--- config.mk ---
export PLATFORM = sky130hd
export DESIGN_NAME = interrupt_controller
export DESIGN_NICKNAME = d
export VERILOG_FILES = /design/src/rtl/interrupt_controller.sv
export SDC_FILE = /design/constraint.sdc
export NUM_CORES = 1
export LEC_CHECK = 0
export CORE_AREA = 2 2 103 105
export CTS_CLUSTER_DIAMETER = 120
export DETAILED_ROUTE_END_ITERATION = 7
export DIE_AREA = 0 0 105 107
export GPL_TIMING_DRIVEN = 1
export PLACE_DENSITY = 0.48
export SYNTH_ARGS = -nofsm -noshare
export SYNTH_HDL_FRONTEND = slang
export SYNTH_SLANG_ARGS = --single-unit
--- constraint.sdc ---
create_clock -name clk -period 2.5 [get_ports clk]
set_input_delay 0.25 -clock clk [delete_from_list [all_inputs] [get_ports clk]]
set_output_delay 0.25 -clock clk [all_outputs]
set_load 0.01 [all_outputs]
--- src/rtl/interrupt_controller.sv ---
// -----------------------------------------------------------------------------
// interrupt_controller
//   Priority interrupt controller for up to 8 request lines. Each line is
//   synchronized, then handled as rising-edge or level triggered, masked and
//   globally enabled. Line 0 has the highest priority. The controller raises a
//   single registered cpu_irq with a 3-bit vector. It tracks in-service lines
//   so that only a strictly higher-priority line can preempt a handler.
//
// Ports
//   clk       system clock, rising edge
//   rst_n     asynchronous active-low reset
//   addr      register select (0..7)
//   data_in   write data
//   data_out  read data, combinational on addr
//   read      read strobe (reads have no side effects)
//   write     write strobe, qualified by cs
//   cs        chip select
//   irq_in    asynchronous active-high interrupt requests
//   cpu_irq   registered interrupt request to the CPU
//   cpu_ack   one-cycle acknowledge from the CPU
//   vector    index of the requested line, stable while cpu_irq=1
//
// Register map
//   0 IMR  1 VECTOR-pending (PENDING, W1C on edge bits)  2 ISR  3 TRIG
//   4 EOI  5 VECTOR  6 CTRL (bit0 global enable)  7 unused
// -----------------------------------------------------------------------------
module interrupt_controller #(
   parameter int NUM_IRQ     = 8,
   parameter int SYNC_STAGES = 2
) (
   input  logic       clk,
   input  logic       rst_n,
   input  logic [2:0] addr,
   input  logic [7:0] data_in,
   output logic [7:0] data_out,
   input  logic       read,
   input  logic       write,
   input  logic       cs,
   input  logic [7:0] irq_in,
   output logic       cpu_irq,
   input  logic       cpu_ack,
   output logic [2:0] vector
);

   typedef enum logic {ST_IDLE, ST_REQ} state_t;

   state_t     state_reg, state_next;
   logic [7:0] sync_reg [SYNC_STAGES];
   logic [7:0] s_prev_reg;
   logic [7:0] imr_reg, imr_next;
   logic [7:0] trig_reg, trig_next;
   logic       ctrl_en_reg, ctrl_en_next;
   logic [7:0] edge_pend_reg, edge_pend_next;
   logic [7:0] isr_reg, isr_next;
   logic       cpu_irq_reg, cpu_irq_next;
   logic [2:0] vector_reg, vector_next;

   logic [7:0] line_mask;
   logic [7:0] s;
   logic       wr_en;
   logic       eoi;
   logic [7:0] w1c;
   logic [7:0] pending;
   logic [7:0] cand;
   logic [7:0] isr_low;
   logic [7:0] allow;
   logic [7:0] elig;
   logic       eligible;
   logic [2:0] best;
   logic       ack_fire;
   logic [7:0] vec_onehot;
   logic [7:0] isr_acked;
   logic [7:0] edge_set, edge_clr;

   // Lines at or above NUM_IRQ are tied off after the synchronizer.
   genvar gi;
   generate
      for (gi = 0; gi < 8; gi++) begin : g_line_mask
         assign line_mask[gi] = (gi < NUM_IRQ);
      end
   endgenerate

   assign s        = sync_reg[SYNC_STAGES-1] & line_mask;
   assign wr_en    = cs & write;
   assign eoi      = wr_en && (addr == 3'd4);
   assign w1c      = (wr_en && (addr == 3'd1)) ? data_in : 8'h00;

   // Edge lines report the latched bit, level lines report the live input.
   assign pending  = (edge_pend_reg & trig_reg) | (s & ~trig_reg);
   assign cand     = pending & imr_reg & {8{ctrl_en_reg}};

   // Only lines strictly above the highest-priority in-service line may
   // request: the bits below the lowest set ISR bit.
   assign isr_low  = isr_reg & (~isr_reg + 8'd1);
   assign allow    = (isr_reg == 8'h00) ? 8'hFF : (isr_low - 8'd1);
   assign elig     = cand & allow;
   assign eligible = |elig;

   always_comb begin
      best = 3'd0;
      for (int i = 7; i >= 0; i--) begin
         if (elig[i]) best = 3'(i);
      end
   end

   assign ack_fire   = (state_reg == ST_REQ) && cpu_ack;
   assign vec_onehot = 8'd1 << vector_reg;

   // A fresh edge wins over a same-cycle W1C or ack clear.
   assign edge_set = s & ~s_prev_reg & trig_reg;
   assign edge_clr = w1c | (ack_fire ? vec_onehot : 8'h00);
   assign edge_pend_next = (edge_pend_reg & ~edge_clr & trig_reg) | edge_set;

   // The ack sets ISR first, then EOI retires the highest-priority bit.
   assign isr_acked = isr_reg | (ack_fire ? vec_onehot : 8'h00);
   assign isr_next  = eoi ? (isr_acked & ~(isr_acked & (~isr_acked + 8'd1)))
                          : isr_acked;

   assign imr_next     = (wr_en && addr == 3'd0) ? data_in    : imr_reg;
   assign trig_next    = (wr_en && addr == 3'd3) ? data_in    : trig_reg;
   assign ctrl_en_next = (wr_en && addr == 3'd6) ? data_in[0] : ctrl_en_reg;

   // State and datapath registers
   always_ff @(posedge clk or negedge rst_n) begin
      if (!rst_n) begin
         for (int i = 0; i < SYNC_STAGES; i++) sync_reg[i] <= 8'h00;
         s_prev_reg    <= 8'h00;
         imr_reg       <= 8'h00;
         trig_reg      <= 8'hFF;
         ctrl_en_reg   <= 1'b0;
         edge_pend_reg <= 8'h00;
         isr_reg       <= 8'h00;
         state_reg     <= ST_IDLE;
         cpu_irq_reg   <= 1'b0;
         vector_reg    <= 3'd0;
      end else begin
         sync_reg[0] <= irq_in;
         for (int i = 1; i < SYNC_STAGES; i++) sync_reg[i] <= sync_reg[i-1];
         s_prev_reg    <= s;
         imr_reg       <= imr_next;
         trig_reg      <= trig_next;
         ctrl_en_reg   <= ctrl_en_next;
         edge_pend_reg <= edge_pend_next;
         isr_reg       <= isr_next;
         state_reg     <= state_next;
         cpu_irq_reg   <= cpu_irq_next;
         vector_reg    <= vector_next;
      end
   end

   // Next-state logic. A request is withdrawn when its own line stops being
   // eligible; a higher-priority arrival just retargets the vector.
   always_comb begin
      state_next = state_reg;
      case (state_reg)
         ST_IDLE: if (eligible) state_next = ST_REQ;
         ST_REQ: begin
            if (cpu_ack)                 state_next = ST_IDLE;
            else if (!elig[vector_reg])  state_next = ST_IDLE;
         end
         default: state_next = ST_IDLE;
      endcase
   end

   // Output logic feeding the registered cpu_irq / vector.
   always_comb begin
      cpu_irq_next = (state_next == ST_REQ);
      vector_next  = vector_reg;
      if (state_reg == ST_IDLE && eligible)
         vector_next = best;
      else if (state_reg == ST_REQ && !cpu_ack && elig[vector_reg])
         vector_next = best;
   end

   assign cpu_irq = cpu_irq_reg;
   assign vector  = vector_reg;

   always_comb begin
      data_out = 8'h00;
      case (addr)
         3'd0: data_out = imr_reg;
         3'd1: data_out = pending;
         3'd2: data_out = isr_reg;
         3'd3: data_out = trig_reg;
         3'd5: data_out = {5'b0, vector_reg};
         3'd6: data_out = {7'b0, ctrl_en_reg};
         default: data_out = 8'h00;
      endcase
   end

   // Reads have no side effects.
   logic unused_read;
   assign unused_read = read;

endmodule

==> run_results.csv, run 1 <==
group,metric,value,unit
floorplan,floorplan.die.width,105,um
floorplan,rows,37,
global_route,vias_in_the_first_global_route,2266,
route,drt-total-wl,7399,um
critical_path,timing.critical_path.required,2.25,ns
critical_path,critPathMaxStageDelay,0.58,ns
place,place.port_buffers,35,
power,leakage,1.566,nW
sta,whs,0.3374,ns
clocking,maximum_count_of_clock_buffers_along_a_single_path,2,
route,drt-initial-drc-count,137,
final_layout,seq_area,1536,sq um
final_layout,layout.cells.most_common,"sky130_fd_sc_hd__dfrtp_1",
sta,max_freq,416.8,MHz
logic_synthesis,synth_top_flop_cell,"sky130_fd_sc_hd__dfrtp_1",
status,status,"finished clean",
logic_synthesis,synth_sequential_area_ratio,51.32,%
critical_path,crit_type,"reg2out",
clocking,register_clock_pin_slew_on_the_reported_worst_setup_and_hold_paths,0.07,ns
route,vias_per_cell,4.862,
sta,layout_min_cycle_time,2.399,ns
logic_synthesis,mappedNetlistNets,309,
clocking,tritoncts,"yes",
global_route,grt_max_degree,34,
sta,timing.clock.skew,0.008234,ns
global_route,grt_use_total,14.09,%
critical_path,timing.critical_path.max_delay_family,"buffers and inverters",
logic_synthesis,yosysWarningCount,0,
clocking,htreeDepth,3,
clocking,clock_sinks,61,
logic_synthesis,post_synth.cell_area_avg,10.54,sq um
sta,finalHoldViolCount,0,
logic_synthesis,synthesis.area,2994,sq um
final_layout,multiInputGateArea,1371,sq um
logic_synthesis,netlist-cell-type-count,50,
critical_path,timing.critical_path.slowest_stage_cell,"sky130_fd_sc_hd__clkdlybuf4s50_1",
floorplan,core,10090,sq um
final_layout,layout_common_cells,"sky130_fd_sc_hd__dfrtp_1, sky130_fd_sc_hd__clkdlybuf4s50_1, sky130_fd_sc_hd__nand2_1",
critical_path,crit_buf_inv,1,
floorplan,die_area,11240,sq um
critical_path,startpoint_type,"flop",
floorplan,io_pins,37,
sta,tightestPinTransition,0.7424,ns
logic_synthesis,ys_seq_elements,61,
route,wl_per_cell,15.48,um
sta,finalSetupViolations,0,
place,detailed_place_hpwl,5353,um
final_layout,instances_no_fill,478,
final_layout,final.fill_count,1069,
logic_synthesis,async_reset_ff_share,100.0,%
route,drtAntennaViolNets,0,
sta,timing_max_transition_violations_final,0,
logic_synthesis,syn_inst,284,
global_route,grt_pass1_wl,12230,um
power,pwr_density_cell,840.2,nW/um^2
clocking,clkLatencyLatePin,0.34,ns
sta,totalNegativeSetupSlack,0,ns
clocking,tritoncts.num_buffers,9,
final_layout,final_core_util,38.06,%
route,post-route-drc-count,0,
power,finalPower,3.227,mW
power,vdd_drop_max,0.0002614,V
clocking,root_buffer,"sky130_fd_sc_hd__clkbuf_8",
final_layout,final_layout_size_suffix_gt1_share,20.47,%
logic_synthesis,synth_enable_flop_cells,0,
hold_path,path_type_of_the_worst_min_delay_path,"in2reg",
global_route,grt_antenna_before_repair,0,
sta,period_share,95.96,%
final_layout,synthToLayoutAreaGrowth,28.29,%
critical_path,top_fanout_value_on_the_critical_path,4,
sta,slew-limit-headroom,50.51,%
final_layout,finalNetCount,362,
job,maxCapViolations,0,
critical_path,critical_path_cell_by_cell,"mux2i_1, a21oi_1, nor2_1, a211oi_2, clkdlybuf4s50_1",
route,drt-pass1-iter-count,4,
global_route,gr-total-overflow,0,
sta,setup_repair_after_global_routing_missed_its_margin,"false",
route,num_vias,2324,
place,cells_after_dpl,461,
floorplan,die_h,107,um
place,place_congestion,0.7959,
critical_path,worstSetupEndpointType,"output port",
final_layout,antenna_cells_inserted,0,
floorplan,initial_core_util,29.67,%
critical_path,worstPathArrival,2.15,ns
[power breakdown]
group          internal, mW  total [mW]  switching, mW
clock network         0.562       0.977          0.416
logic                 0.440       0.814          0.374
registers              1.19        1.44          0.251
[final timing paths]
path	startpoint	end	slack [ns]	depth (start not counted)
worst max-delay path	trig_reg[7]	data_out[7]	0.10	5
worst min-delay path	irq_in[6]	sync_reg[14]	0.34	1
max in group asynchronous	rst_n	trig_reg[6]	1.31	3
worst min register to register	sync_reg[9]	s[1]	0.35	0
worst max register to register	trig_reg[2]	vector[1]	0.16	6
min in group asynchronous	rst_n	s[0]	0.50	2
[Yosys cell counts (2+ instances only)]
master	number	area, sq um
sky130_fd_sc_hd__o32ai_1	2	17.52
sky130_fd_sc_hd__clkbuf_1	7	26.28
sky130_fd_sc_hd__mux2_2	20	225.2
sky130_fd_sc_hd__a31oi_1	2	12.51
sky130_fd_sc_hd__a21boi_0	2	15.01
sky130_fd_sc_hd__a32oi_1	2	17.52
sky130_fd_sc_hd__or3_1	2	12.51
sky130_fd_sc_hd__nand2_1	26	97.59
sky130_fd_sc_hd__a311oi_1	2	17.52
sky130_fd_sc_hd__nand3b_1	7	52.55
sky130_fd_sc_hd__o211ai_1	2	15.01
sky130_fd_sc_hd__o22ai_1	4	25.02
sky130_fd_sc_hd__nor3_1	11	55.05
sky130_fd_sc_hd__o21a_1	6	45.04
sky130_fd_sc_hd__dfrtp_1	53	1326
sky130_fd_sc_hd__nand3_1	3	15.01
sky130_fd_sc_hd__o21ai_0	11	55.05
sky130_fd_sc_hd__nand2b_1	4	25.02
sky130_fd_sc_hd__nor2_1	25	93.84
sky130_fd_sc_hd__nor2b_1	9	56.30
sky130_fd_sc_hd__and3_1	2	12.51
sky130_fd_sc_hd__inv_1	8	30.03
sky130_fd_sc_hd__o2111ai_1	2	17.52
sky130_fd_sc_hd__a21oi_1	16	80.08
sky130_fd_sc_hd__mux2i_1	14	140.1
sky130_fd_sc_hd__nor4_1	4	25.02
sky130_fd_sc_hd__dfstp_2	8	210.2
sky130_fd_sc_hd__a211oi_1	8	60.06
[per-stage QoR]
step	area, sq um	setup slack, ns
after CTS	3829	0.02985
after global routing	3841	0.01721
after floorplan	2994	0.4225
after global placement	3605	0.08051
after detailed placement	3605	0.06355
final	3841	0.1010
[routing by layer]
metal  vias up  track usage, %  wire, um
li1       1148               -         -
met1      1134           20.19      3772
met2        38           21.06      3351
met3         4           3.526       220
met4         0           4.000        55
met5         -               0         0
[cells by family (layout without fill, tap and decap cells)]
| family | count (synthesis) | in the layout | share of synthesized area (%) |
|---|---|---|---|
| simple gates | 103 | 103 | 17.63 |
| compound gates | 65 | 65 | 14.79 |
| flops | 61 | 61 | 51.32 |
| mux | 35 | 35 | 13.08 |
| buf+inv | 20 | 78 | 3.176 |
[layout make-up]
class | instances | share of cell area [%]
repair buffers | 54 | 13.49
flip-flops and latches | 61 | 40.00
multi-input cells | 203 | 35.70
clock buffers | 10 | 3.322
inverters | 8 | 0.7818
well taps | 136 | 4.430
clock inverters | 6 | 2.280
[timing repair]
action,4_1_cts,5_1_grt
hold buffers,1,0
gates cloned,0,0
setup buffers,0,0
pin swaps,0,0
setup endpoints to repair,1,5
resized for setup,1,3
hold endpoints to repair,7,0
No activity file was read; power rests on OpenSTA's default activity.
==> run 2, diff against run 1 <==
Settings changed: SKIP_CTS_REPAIR_TIMING set to 1.
==> run_results.csv, run 2 (same netlist as run 1, synthesis figures left out) <==
group,metric,value,unit
status,status,"finished with violations",
status,failed_checks,"hold timing",
place,detailed_place_hpwl,5353,um
route,drt-initial-drc-count,139,
global_route,grt_max_degree,34,
sta,layout_min_cycle_time,2.402,ns
final_layout,antenna_cells_inserted,0,
floorplan,rows,37,
route,drt-pass1-iter-count,4,
clocking,htreeDepth,3,
sta,finalSetupViolations,0,
job,maxCapViolations,0,
place,cells_after_dpl,461,
critical_path,worstSetupEndpointType,"output port",
critical_path,worstPathArrival,2.15,ns
critical_path,crit_buf_inv,1,
place,place.port_buffers,35,
critical_path,crit_type,"reg2out",
power,vdd_drop_max,0.0002614,V
clocking,clkLatencyLatePin,0.34,ns
sta,slew-limit-headroom,50.19,%
floorplan,core,10090,sq um
floorplan,die_h,107,um
floorplan,die_area,11240,sq um
sta,timing.clock.skew,0.007652,ns
sta,tightestPinTransition,0.7472,ns
critical_path,top_fanout_value_on_the_critical_path,4,
critical_path,reg2reg_to,"vector[1]",
global_route,grt_pass1_wl,12190,um
critical_path,critPathMaxStageDelay,0.58,ns
clocking,maximum_count_of_clock_buffers_along_a_single_path,2,
power,pwr_density_cell,842.2,nW/um^2
final_layout,instances_no_fill,477,
sta,finalHoldViolCount,27,
critical_path,timing.critical_path.required,2.25,ns
floorplan,floorplan.die.width,105,um
clocking,root_buffer,"sky130_fd_sc_hd__clkbuf_8",
sta,max_freq,416.4,MHz
clocking,tritoncts.num_buffers,9,
final_layout,synthToLayoutAreaGrowth,28.29,%
final_layout,final_core_util,38.06,%
final_layout,layout_common_cells,"sky130_fd_sc_hd__dfrtp_1, sky130_fd_sc_hd__clkdlybuf4s50_1, sky130_fd_sc_hd__nand2_1",
hold_path,path_type_of_the_worst_min_delay_path,"in2async",
critical_path,worst-r2r-setup-slack,0.15,ns
route,drt-total-wl,7409,um
sta,period_share,96.07,%
final_layout,layout.cells.most_common,"sky130_fd_sc_hd__dfrtp_1",
clocking,clock_sinks,61,
power,finalPower,3.235,mW
power,leakage,1.572,nW
place,place_congestion,0.7959,
clocking,register_clock_pin_slew_on_the_reported_worst_setup_and_hold_paths,0.07,ns
critical_path,timing.critical_path.max_delay_family,"buffers and inverters",
clocking,tritoncts,"yes",
floorplan,initial_core_util,29.67,%
sta,timing_max_transition_violations_final,0,
final_layout,final_layout_size_suffix_gt1_share,20.82,%
global_route,vias_in_the_first_global_route,2261,
global_route,gr-total-overflow,0,
sta,setup_repair_after_global_routing_missed_its_margin,"false",
route,num_vias,2335,
critical_path,startpoint_type,"flop",
sta,whs,-0.03389,ns
floorplan,io_pins,37,
route,wl_per_cell,15.53,um
route,post-route-drc-count,0,
final_layout,final.fill_count,1064,
critical_path,worst_r2r_startpoint,"trig_reg[2]",
critical_path,critical_path_cell_by_cell,"mux2i_1, a21oi_1, nor2_1, a211oi_2, clkdlybuf4s50_1",
final_layout,finalNetCount,361,
route,vias_per_cell,4.895,
critical_path,r2r_cells,6,
critical_path,timing.critical_path.slowest_stage_cell,"sky130_fd_sc_hd__clkdlybuf4s50_1",
global_route,grt_antenna_before_repair,0,
route,drtAntennaViolNets,0,
global_route,grt_use_total,14.05,%
-- run 2: final cells by class --
type	instances	area [sq um]	share of cell area (%)
Sequential cell	61	1536	40.00
Timing Repair Buffer	53	511.7	13.32
Inverter	8	30.03	0.7818
Multi-Input combinational cell	203	1378	35.86
Clock buffer	10	127.6	3.322
Clock inverter	6	87.58	2.280
Tap cell	136	170.2	4.430
-- run 2: worst max path at each step --
| stage | start | to | depth (start not counted) |
|---|---|---|---|
| final | trig_reg[7] | data_out[7] | 5 |
| after floorplan | isr_reg[0] | isr_reg[7] | 5 |
| after global placement | addr[0] | data_out[3] | 7 |
| after detailed placement | addr[0] | data_out[7] | 7 |
| after CTS | trig_reg[0] | data_out[0] | 5 |
| after global routing | trig_reg[3] | data_out[3] | 5 |
-- run 2: layer usage --
metal / wire length, um / GRT usage (%) / vias up
met2: 3306 / 20.96 / 41
met5: 0 / 0 / -
met1: 3768 / 20.15 / 1141
li1: - / - / 1147
met4: 80 / 4.000 / 0
met3: 253 / 3.526 / 6
-- run 2: worst register-to-register path, delay by kind of cell (launching register included) --
| kind | cells | cell delay, ns |
|---|---|---|
| compound gates | 3 | 0.79 |
| flops | 1 | 0.58 |
| mux | 2 | 0.68 |
| simple gates | 1 | 0.18 |
-- run 2: metrics by stage --
step / instance area (sq um) / hold slack, ns / setup TNS (ns) / worst slack [ns]
after global placement: 3605 / 0.3321 / 0 / 0.08051
after floorplan: 2994 / -0.04559 / 0 / 0.4225
after CTS: 3820 / -0.008338 / -0.06687 / -0.06687
final: 3841 / -0.03389 / 0 / 0.09828
after global routing: 3841 / 0.02122 / 0 / 0.02768
after detailed placement: 3605 / 0.3347 / 0 / 0.06355
-- run 2: report_power, final --
group          switching [mW]  internal (mW)
logic                   0.376          0.441
registers               0.252           1.19
clock network           0.419          0.561
==> run 3, diff against run 2 <==
Settings changed: CORE_AREA 2 2 103 105 to 3 3 104 106, DIE_AREA 0 0 105 107 to 0 0 107 109.
==> run_results.csv, run 3 (same netlist as run 1, synthesis figures left out) <==
group,metric,value,unit
status,status,"finished clean",
sta,max_freq,419.5,MHz
final_layout,instances_no_fill,470,
sta,timing.clock.skew,0.006945,ns
final_layout,synthToLayoutAreaGrowth,27.58,%
route,drt-total-wl,7379,um
floorplan,die_h,109,um
sta,tightestPinTransition,0.4666,ns
power,psw,1.012,mW
sta,setup_repair_after_global_routing_missed_its_margin,"false",
power,switching_share,31.90,%
sta,slew-limit-headroom,68.89,%
route,vias_per_cell,4.909,
final_layout,layout_common_cells,"sky130_fd_sc_hd__dfrtp_1, sky130_fd_sc_hd__clkdlybuf4s50_1, sky130_fd_sc_hd__nand2_1",
global_route,grt_antenna_before_repair,0,
final_layout,antenna_cells_inserted,0,
power,vdd_drop_max,0.0002670,V
critical_path,crit_type,"reg2reg",
job,maxCapViolations,0,
power,pwr_density_cell,830.5,nW/um^2
sta,finalSetupViolations,0,
power,power.share.combinational,25.7,%
power,internal_power,2.161,mW
critical_path,critPathMaxStageDelay,0.57,ns
place,place_congestion,0.7884,
floorplan,floorplan.die.width,107,um
global_route,grt_pass1_wl,12050,um
final_layout,final_core_util,38.72,%
global_route,grt_use_total,13.55,%
place,cells_after_dpl,454,
critical_path,worstPathArrival,2.60,ns
clocking,maximum_count_of_clock_buffers_along_a_single_path,2,
power,clock_power_share,29.1,%
power,leakage,1.585,nW
critical_path,top_fanout_value_on_the_critical_path,4,
critical_path,critical_path_cell_by_cell,"mux2i_1, o32ai_1, a311oi_1, o221ai_2, nor2_1, mux2_2",
sta,period_share,95.36,%
global_route,grt_max_degree,62,
route,drt-initial-drc-count,116,
critical_path,worstSetupEndpointType,"flop",
sta,layout_min_cycle_time,2.384,ns
final_layout,final_layout_size_suffix_gt1_share,20.18,%
route,wl_per_cell,15.70,um
route,drt-pass1-iter-count,4,
final_layout,layout.cells.most_common,"sky130_fd_sc_hd__dfrtp_1",
route,drtAntennaViolNets,0,
place,detailed_place_hpwl,5232,um
power,power_share_of_the_sequential_group,45.2,%
critical_path,timing.critical_path.slowest_stage_cell,"sky130_fd_sc_hd__dfstp_2",
hold_path,path_type_of_the_worst_min_delay_path,"reg2reg",
clocking,clock_sinks,61,
floorplan,die_area,11660,sq um
floorplan,io_pins,37,
clocking,tritoncts,"yes",
route,num_vias,2307,
clocking,tritoncts.num_buffers,9,
place,pre_cts_slack,0.06876,ns
global_route,vias_in_the_first_global_route,2234,
clocking,clkLatencyLatePin,0.33,ns
critical_path,startpoint_type,"flop",
clocking,htreeDepth,3,
floorplan,core,9864,sq um
critical_path,timing.critical_path.required,2.71,ns
floorplan,rows,36,
sta,finalHoldViolCount,0,
clocking,register_clock_pin_slew_on_the_reported_worst_setup_and_hold_paths,0.07,ns
sta,timing.final.ws_setup,0.1160,ns
clocking,root_buffer,"sky130_fd_sc_hd__clkbuf_8",
global_route,gr-total-overflow,0,
sta,timing_max_transition_violations_final,0,
final_layout,finalNetCount,358,
place,place.port_buffers,35,
route,post-route-drc-count,0,
floorplan,initial_core_util,30.35,%
-- run 3: cell count changes in the layout (fill, tap and decap cells not counted), moves of 2 or more --
| cell | change |
|---|---|
| sky130_fd_sc_hd__buf_4 | -4 |
| sky130_fd_sc_hd__clkbuf_8 | +3 |
| sky130_fd_sc_hd__clkdlybuf4s50_1 | -2 |
| sky130_fd_sc_hd__dlymetal6s2s_1 | +2 |
-- run 3: layer usage --
layer | up-vias | global-route usage (%) | part of all wire (%)
li1 | 1140 | - | -
met1 | 1131 | 19.60 | 50
met2 | 31 | 19.92 | 46
met3 | 5 | 3.493 | 2.9
met4 | 0 | 4.110 | 0.73
met5 | - | 0 | 0
-- run 3: final cells by class --
| class | count | area, sq um |
|---|---|---|
| inverter | 8 | 30.03 |
| sequential | 61 | 1536 |
| clock buffer | 12 | 165.2 |
| timing repair buffer | 50 | 496.7 |
| tap | 133 | 166.4 |
| fill | 1000 | 6045 |
| clock inverter | 3 | 43.79 |
| multi-input combinational | 203 | 1381 |
-- run 3: final timing paths --
check	start	endpoint	slack [ns]	depth (start not counted)
max in group asynchronous	rst_n	trig_reg[2]	1.72	3
worst max register to register	trig_reg[3]	vector[1]	0.12	6
worst min-delay path	sync_reg[10]	s[2]	0.35	0
min in group asynchronous	rst_n	sync_reg[8]	0.46	3
worst max-delay path	trig_reg[3]	vector[1]	0.12	6
worst min register to register	sync_reg[10]	s[2]	0.35	0
-- run 3: power groups by stage --
stage | Clock [mW] | Sequential [mW] | Combinational [mW]
finish | 0.924 | 1.43 | 0.815
floorplan | 0 | 1.36 | 0.550
global placement | 0 | 1.45 | 0.808
global route | 1.00 | 1.47 | 0.903
detailed placement | 0 | 1.45 | 0.816
CTS | 0.954 | 1.43 | 0.820
-- run 3: worst max-delay path: cells and delay by family (launching register included) --
kind	cells	cell delay (ns)
DFF	1	0.57
and+or+nand+nor	1	0.17
AOI/OAI and AO/OA	3	0.78
muxes	2	0.75
-- run 3: per-stage QoR --
stage                     TNS [ns]  hold WS (ns)  area, sq um  power (mW)
after global routing             0        0.3350         3820       3.372
final                            0        0.3502         3820       3.173
after CTS                 -0.04634      -0.06345         3780       3.204
after detailed placement         0        0.3022         3571       2.265
after floorplan                  0      -0.04559         2994       1.910
after global placement           0        0.2872         3571       2.256
